$ cat config.mk
export PLATFORM = sky130hd
export DESIGN_NAME = bcd_counter4
export DESIGN_NICKNAME = d
export VERILOG_FILES = /design/src/rtl/bcd_counter4.sv
export SDC_FILE = /design/constraint.sdc
export NUM_CORES = 1
export LEC_CHECK = 0
export CAP_MARGIN = 30
export CORE_UTILIZATION = 40
export DETAILED_ROUTE_END_ITERATION = 10
export PLACE_DENSITY = 0.7
export SETUP_SLACK_MARGIN = 0.05
export SYNTH_ARGS = -nofsm -noshare
export SYNTH_HDL_FRONTEND = slang
export SYNTH_SLANG_ARGS = --single-unit
$ cat constraint.sdc
create_clock -name iClk -period 3.1 [get_ports iClk]
set_clock_uncertainty 0.1 [all_clocks]
set_input_delay 0.93 -clock iClk [delete_from_list [all_inputs] [get_ports iClk]]
set_output_delay 0.93 -clock iClk [all_outputs]
set_load 0.01 [all_outputs]
$ cat src/rtl/bcd_counter4.sv
// Four-digit BCD up/down counter with a programmable tick prescaler.
// The digits advance once per prescaler tick when enabled. Clear and load
// take priority over counting and restart the prescaler. The carry and borrow
// outputs pulse on a wrap past 9999 or 0000. All outputs are registered.
module bcd_counter4 #(
   parameter int TICK_DIV = 50000000
) (
   input  logic        iClk,
   input  logic        iRst_n,
   input  logic        iEn,
   input  logic        iUp,
   input  logic        iClear,
   input  logic        iLoad,
   input  logic [15:0] iLoadData,
   output logic [3:0]  oDigit0,
   output logic [3:0]  oDigit1,
   output logic [3:0]  oDigit2,
   output logic [3:0]  oDigit3,
   output logic        oCarry,
   output logic        oBorrow,
   output logic        oZero
);

   // Wide enough for the largest legal divider (2^26), so the terminal count fits.
   localparam int                 PRESC_W    = 27;
   localparam logic [PRESC_W-1:0] PRESC_LAST = PRESC_W'(TICK_DIV - 1);
   localparam logic [PRESC_W-1:0] PRESC_ONE  = PRESC_W'(1);

   // Stage p0: prescaler state and the tick decoded from it.
   logic [PRESC_W-1:0] prescCount_p0;
   logic               tick_p0;

   // Combinational next-state values for the digit register.
   logic [15:0] digitsNext_p0;
   logic        carryNext_p0;
   logic        borrowNext_p0;
   logic        countEn_p0;

   // Stage p1: registered digits and flags that drive the outputs.
   logic [15:0] digits_p1;

   // Forces one loaded nibble into the legal BCD range. Values above 9 become 0.
   function automatic logic [3:0] sanitizeNibble(input logic [3:0] n);
      return (n > 4'd9) ? 4'd0 : n;
   endfunction

   // Sanitizes all four load nibbles independently.
   function automatic logic [15:0] sanitizeLoad(input logic [15:0] d);
      logic [15:0] r;
      r = '0;
      for (int i = 0; i < 4; i++) begin
         r[i*4 +: 4] = sanitizeNibble(d[i*4 +: 4]);
      end
      return r;
   endfunction

   // Ripple BCD increment. A digit at 9 (or above) wraps to 0 and passes the
   // carry on. A digit without an incoming carry is held.
   function automatic logic [15:0] bcdInc(input logic [15:0] d);
      logic [15:0] r;
      logic        c;
      r = d;
      c = 1'b1;
      for (int i = 0; i < 4; i++) begin
         if (c) begin
            if (d[i*4 +: 4] >= 4'd9) begin
               r[i*4 +: 4] = 4'd0;
            end else begin
               r[i*4 +: 4] = d[i*4 +: 4] + 4'd1;
               c           = 1'b0;
            end
         end
      end
      return r;
   endfunction

   // Ripple BCD decrement. A digit at 0 wraps to 9 and borrows from the next
   // digit.
   function automatic logic [15:0] bcdDec(input logic [15:0] d);
      logic [15:0] r;
      logic        b;
      r = d;
      b = 1'b1;
      for (int i = 0; i < 4; i++) begin
         if (b) begin
            if (d[i*4 +: 4] == 4'd0) begin
               r[i*4 +: 4] = 4'd9;
            end else if (d[i*4 +: 4] > 4'd9) begin
               r[i*4 +: 4] = 4'd8;
               b           = 1'b0;
            end else begin
               r[i*4 +: 4] = d[i*4 +: 4] - 4'd1;
               b           = 1'b0;
            end
         end
      end
      return r;
   endfunction

   // True when every digit is 9, which is the up-count wrap point.
   function automatic logic isAllNine(input logic [15:0] d);
      return d == 16'h9999;
   endfunction

   // True when every digit is 0, which is the down-count wrap point.
   function automatic logic isAllZero(input logic [15:0] d);
      return d == 16'h0000;
   endfunction

   assign tick_p0    = (prescCount_p0 == PRESC_LAST);
   assign countEn_p0 = tick_p0 & iEn & ~iClear & ~iLoad;

   // Free-running prescaler. It keeps running while iEn is low, so the tick
   // phase is preserved across a pause. Clear and load restart it at 0.
   always_ff @(posedge iClk or negedge iRst_n) begin
      if (!iRst_n) begin
         prescCount_p0 <= '0;
      end else if (iClear || iLoad) begin
         prescCount_p0 <= '0;
      end else if (tick_p0) begin
         prescCount_p0 <= '0;
      end else begin
         prescCount_p0 <= prescCount_p0 + PRESC_ONE;
      end
   end

   // Next digit values and wrap flags. Priority is clear, then load, then count.
   always_comb begin
      digitsNext_p0 = digits_p1;
      carryNext_p0  = 1'b0;
      borrowNext_p0 = 1'b0;
      if (iClear) begin
         digitsNext_p0 = '0;
      end else if (iLoad) begin
         digitsNext_p0 = sanitizeLoad(iLoadData);
      end else if (countEn_p0) begin
         if (iUp) begin
            digitsNext_p0 = bcdInc(digits_p1);
            carryNext_p0  = isAllNine(digits_p1);
         end else begin
            digitsNext_p0 = bcdDec(digits_p1);
            borrowNext_p0 = isAllZero(digits_p1);
         end
      end
   end

   // Stage p1: digit register plus the wrap pulses and the zero flag. Every
   // flag is aligned with the digit value it describes.
   always_ff @(posedge iClk or negedge iRst_n) begin
      if (!iRst_n) begin
         digits_p1 <= '0;
         oCarry    <= 1'b0;
         oBorrow   <= 1'b0;
         oZero     <= 1'b1;
      end else begin
         digits_p1 <= digitsNext_p0;
         oCarry    <= carryNext_p0;
         oBorrow   <= borrowNext_p0;
         oZero     <= isAllZero(digitsNext_p0);
      end
   end

   assign oDigit0 = digits_p1[3:0];
   assign oDigit1 = digits_p1[7:4];
   assign oDigit2 = digits_p1[11:8];
   assign oDigit3 = digits_p1[15:12];

endmodule

Word level (Yosys, flattened, before mapping)
Cells that the tools add are included.
{"block": "classes", "bitwise": 5, "eq_ne": 2, "n_lt_le_gt_ge": 12, "add_sub_neg": 9, "n_reduce_logical": 7, "muxes": 70}
{"op": "two-way mux 4 bit", "n": 22}
{"op": "two-way mux 16 bit", "n": 4}
{"op": "two-way mux 27 bit", "n": 2}
{"op": "two-way mux 1 bit", "n": 42}
{"op": "> comparator 4 bit (second input constant)", "n": 8}
{"op": "zero test 16 bit", "n": 2}
{"op": "adder 27 x 1 -> 27 bit (second input constant)", "n": 1}
{"op": "equality test 27 x 26 -> 1 bit (second input constant)", "n": 1}
{"op": "adder 4 x 1 -> 4 bit (second input constant)", "n": 4}
{"op": "equality test 16 bit (second input constant)", "n": 1}
{"op": "greater-or-equal comparator 4 bit (second input constant)", "n": 4}
{"op": "zero test 4 bit", "n": 4}
{"op": "subtractor 4 x 1 -> 4 bit (second input constant)", "n": 4}
{"op": "AND 1 bit", "n": 3}
{"op": "NOT 1 bit", "n": 2}
{"op": "logical OR 1 bit", "n": 1}
{"block": "word_totals", "out_inout_bits": 19, "register_bits": 46, "input_bits": 22}

Logic depth before layout (Yosys ltp)
{"block": "logic_depth", "depth_word": 23, "depth_mapped": 10, "mapped_depth_nobuf": 9}

Least setup slack after synthesis
No wires, ideal clock.
{"block": "synth_timing", "path_type": "input -> register", "from": "input iClear", "to": "register oZero", "required_time_ps": 2910, "path_stages": 9, "slack_ps": -123, "n_path_buf": 2, "t_arrival_ps": 3033, "setup_ps": 90, "path_cell_list": "buf_6 -> or3b_4 -> or4_4 -> nor2_4 -> buf_6 -> o21ai_2 -> a31o_1 -> or4_1 -> nor4_2"}
{"block": "synth_via", "elab_chain_len": 7}
{"item": "start, declared", "line_no": "12", "text": "input logic iClear,"}
{"item": "NOT 1 bit", "line_no": "111", "text": "assign countEn_p0 = tick_p0 & iEn & ~iClear & ~iLoad;"}
{"item": "AND 1 bit (2 in series)", "line_no": "111"}
{"item": "two-way mux 16 bit", "line_no": "136", "text": "end else if (countEn_p0) begin"}
{"item": "two-way mux 16 bit", "line_no": "134", "text": "end else if (iLoad) begin"}
{"item": "two-way mux 16 bit *", "line_no": "132", "text": "if (iClear) begin"}
{"item": "named net digitsNext_p0[10]", "line_no": "34", "text": "logic [15:0] digitsNext_p0;"}
{"item": "zero test 16 bit *", "line_no": "107", "text": "return d == 16'h0000;"}
{"item": "end signal, assigned", "line_no": "159", "text": "oZero <= isAllZero(digitsNext_p0);"}
{"item": "end, declared", "line_no": "21", "text": "output logic oZero"}
The timed path passes the listed nets; every way through them passes the cells marked *.

Worst setup path in the final report
{"block": "layout_timing", "from": "input iClear", "to": "register oZero"}
{"block": "layout_via", "elab_chain_len": 7}
{"item": "NOT 1 bit", "line_no": "111"}
{"item": "AND 1 bit (2 in series)", "line_no": "111"}
{"item": "two-way mux 16 bit", "line_no": "136"}
{"item": "two-way mux 16 bit", "line_no": "134"}
{"item": "two-way mux 16 bit *", "line_no": "132"}
{"item": "zero test 16 bit *", "line_no": "107"}
Every way passes the cells marked *; elsewhere a longest branch is shown, timed or not.

==> results by group <==
Status
  • Run status: complete, no violations

Flow run
  • Max-cap violations: 0

Critical path
  • Worst EP required: 3.23 ns
  • Worst Path Arrival: 3.13 ns
  • Crit start category: input port
  • CP Capture Type: flip-flop
  • Setup Crit Path Kind: in -> reg
  • Maximum fanout along the worst path: 3

Clock network
  • Clock tree buffer depth: 2
  • H-tree depth: 2
  • Root Driver: clkbuf_8
  • Clock tree sinks: 46
  • Cts bufs inserted: 5
  • Clock transition at path regs: 0.09 ns
  • CTS tree: built
  • Clk_lat worst skew: 0.31 ns
  • # hold bufs at CTS: 0

Synthesis
  • Syn. warnings: 0
  • Post-synthesis register bit count: 46
  • Commonest register cell after synthesis: dfrtp_1
  • Mapped Cells: 433
  • Syn avg cell area: 8.23 um2
  • Asr flop ratio synth: 100%
  • Post-synth EDFFs: 0
  • Post-Syn Nets: 471
  • Library cells used by synthesis: 72
  • Mapped Area: 3560 um2
  • Post-synthesis sequential area ratio: 32.3%

STA
  • Final period util: 96.8%
  • Setup-failing EPs final: 0
  • Highest clock rate: 0.333 GHz
  • Unrepaired setup endpoints after global routing: false
  • Hold Fails Final Rpt: 0
  • Final Max Tran Viols: 0
  • Rel. slew slack: 56.5%
  • Min Tclk post-route: 3.00 ns
  • Worst-margin pin slew: 0.651 ns
  • Setup ws final: 0.0993 ns

Finish
  • Commonest non-fill, non-tap cell in the layout: nor2_1
  • Fin cells: 619
  • Antenna cell count: 0
  • Fin util: 52.4%
  • Fin nets: 548
  • Share of cells above drive strength 1: 18.2%
  • Area growth syn-to-layout: 27.5%
  • Commonest cells after routing, fill and taps aside: nor2_1 (50), buf_4 (49), dfrtp_1 (45)

Drt
  • Violation count after the first detailed-route iteration: 407
  • WL/cell: 17.1 um
  • Vias: 3,738
  • Routed Antenna Nets: 0
  • Met2 WL post-DR: 5.01 mm
  • Met3 WL: 755 um
  • First-pass DRT Iterations: 5
  • WL met1: 4.39 mm
  • Post-DR vias/cell: 6.04
  • Top layer reached by signal wires: met4
  • Routed wire length: 10.6 mm
  • Residual DRC: 0

GRT
  • Overflow after GRT: 0
  • Initial antenna violation count: 0
  • Largest net degree at the start of global routing: 26
  • Vias in the first global route: 3,479
  • GRT Total Usage: 23.7%
  • First-pass GRT wire length: 16.9 mm

Min path
  • Type of the most critical hold path: reg -> reg

Floorplanning
  • Chip height: 96.4 um
  • Ports: 41
  • Core ar.: 8680 um2
  • Die width: 96.4 um
  • Num rows: 34
  • Initial Util: 41.0%
  • Die area: 9290 um2

Placed design
  • GPL Wtd Cong: 0.960
  • Placed Cells: 603
  • Post-Place Worst Slack: -0.563 ns
  • HPWL after detailed placement: 8.00 mm
  • Port bufs: 40

Power and ir drop
  • Worst VDD drop: 194 uV
  • Leakage: 1.77 nW
  • Power Dens Cells: 304 nW/um2
  • Overall power: 0.00138 W
-- final cells by class --
| cell class | instances | area, um2 |
|---|---|---|
| Fill cell | 838 | 4140 |
| Multi-Input combinational cell | 343 | 2290 |
| Sequential cell | 46 | 1150 |
| Timing Repair Buffer | 91 | 786 |
| Tap cell | 108 | 135 |
| Clock buffer | 7 | 86.3 |
| Inverter | 23 | 86.3 |
| Clock inverter | 1 | 5.00 |
-- logic make-up after synthesis --
logic type / Yosys count / share of synthesized area, %
XOR/XNOR: 20 / 4.92
multiplexers: 2 / 0.597
buffers and inverters: 44 / 5.13
adder cells (fa/ha/maj): 16 / 5.62
AO/OA/AOI/OAI: 108 / 20.5
flip-flops: 46 / 32.3
AND/OR/NAND/NOR: 197 / 30.9
-- through the flow --
step	instance area [um2]	setup TNS [ns]	hold slack (ns)
2_1_floorplan	3570	-0.0761	0.355
3_3_place_gp	4350	-1.86	0.371
3_5_place_dp	4350	-2.17	0.389
4_1_cts	4490	0	0.401
5_1_grt	4540	0	0.427
6_report	4540	0	0.395
-- report_power, final --
group	internal [W]	total [W]	switching [W]
Sequential	0.000613	0.000637	0.0000239
Clock	0.000181	0.000394	0.000213
Combinational	0.000163	0.000351	0.000188
Total	0.000957	0.00138	0.000425
-- final timing paths --
kind | startpoint | endpoint | slack [ns] | cells after the start
worst min register to register | prescCount_p0[0]$_DFF_PN0_ | prescCount_p0[0]$_DFF_PN0_ | 0.39 | 1
worst min-delay path | prescCount_p0[0]$_DFF_PN0_ | prescCount_p0[0]$_DFF_PN0_ | 0.39 | 1
max in group asynchronous | iRst_n | prescCount_p0[24]$_DFF_PN0_ | 1.86 | 2
min in group asynchronous | iRst_n | oCarry$_DFF_PN0_ | 0.50 | 1
worst max-delay path | iClear | oZero$_DFF_PN1_ | 0.1 | 10
worst max register to register | digits_p1[4]$_DFF_PN0_ | oZero$_DFF_PN1_ | 0.21 | 9
-- metal layers --
metal,global-route usage [%],vias to the layer above
li1,-,1759
met1,30.6,1761
met2,38.7,179
met3,2.97,39
met4,12.5,0
met5,0,-
-- cell usage after synthesis (all sizes together), types with 5 or more instances --
master   n  share of area (%)
nor2    51                5.6
dfrtp   45                 32
nand2   29                3.1
o21ai   29                4.2
inv     23                2.4
a21oi   22                3.1
nand3   22                3.1
ha      16                5.6
clkbuf  15                1.6
nor3    15                2.1
nand4   13                2.3
nor4    11                2.5
xnor2   11                2.7
nand2b  10                1.8
xor2     9                2.2
or3      7                1.2
a311oi   6                1.5
buf      6                1.1
o21bai   5                1.1
or4      5                1.2
-- sequential cells by signal, summed over array words and instances (netlist names) --
register / cells
oCarry: 1
prescCount_p0: 27
oZero: 1
digits_p1: 16
oBorrow: 1
-- what timing repair did --
| action | 4_1_cts | 5_1_grt |
|---|---|---|
| setup endpoints to repair | 2 | 1 |
| setup buffers | 4 | 4 |
| pin swaps | 10 | 6 |
| resized for setup | 20 | 8 |
| cloned | 0 | 0 |
-- critical path: stages --
cell      delay [ns]
buf_6           0.09
or3b_4          0.40
or4_4           0.54
nor2_4          0.14
buf_6           0.13
buf_4           0.09
o21ai_1         0.05
o31ai_1         0.30
o311ai_0        0.21
nor4_2          0.23
Note: power is estimated with default switching activity, not from simulation.
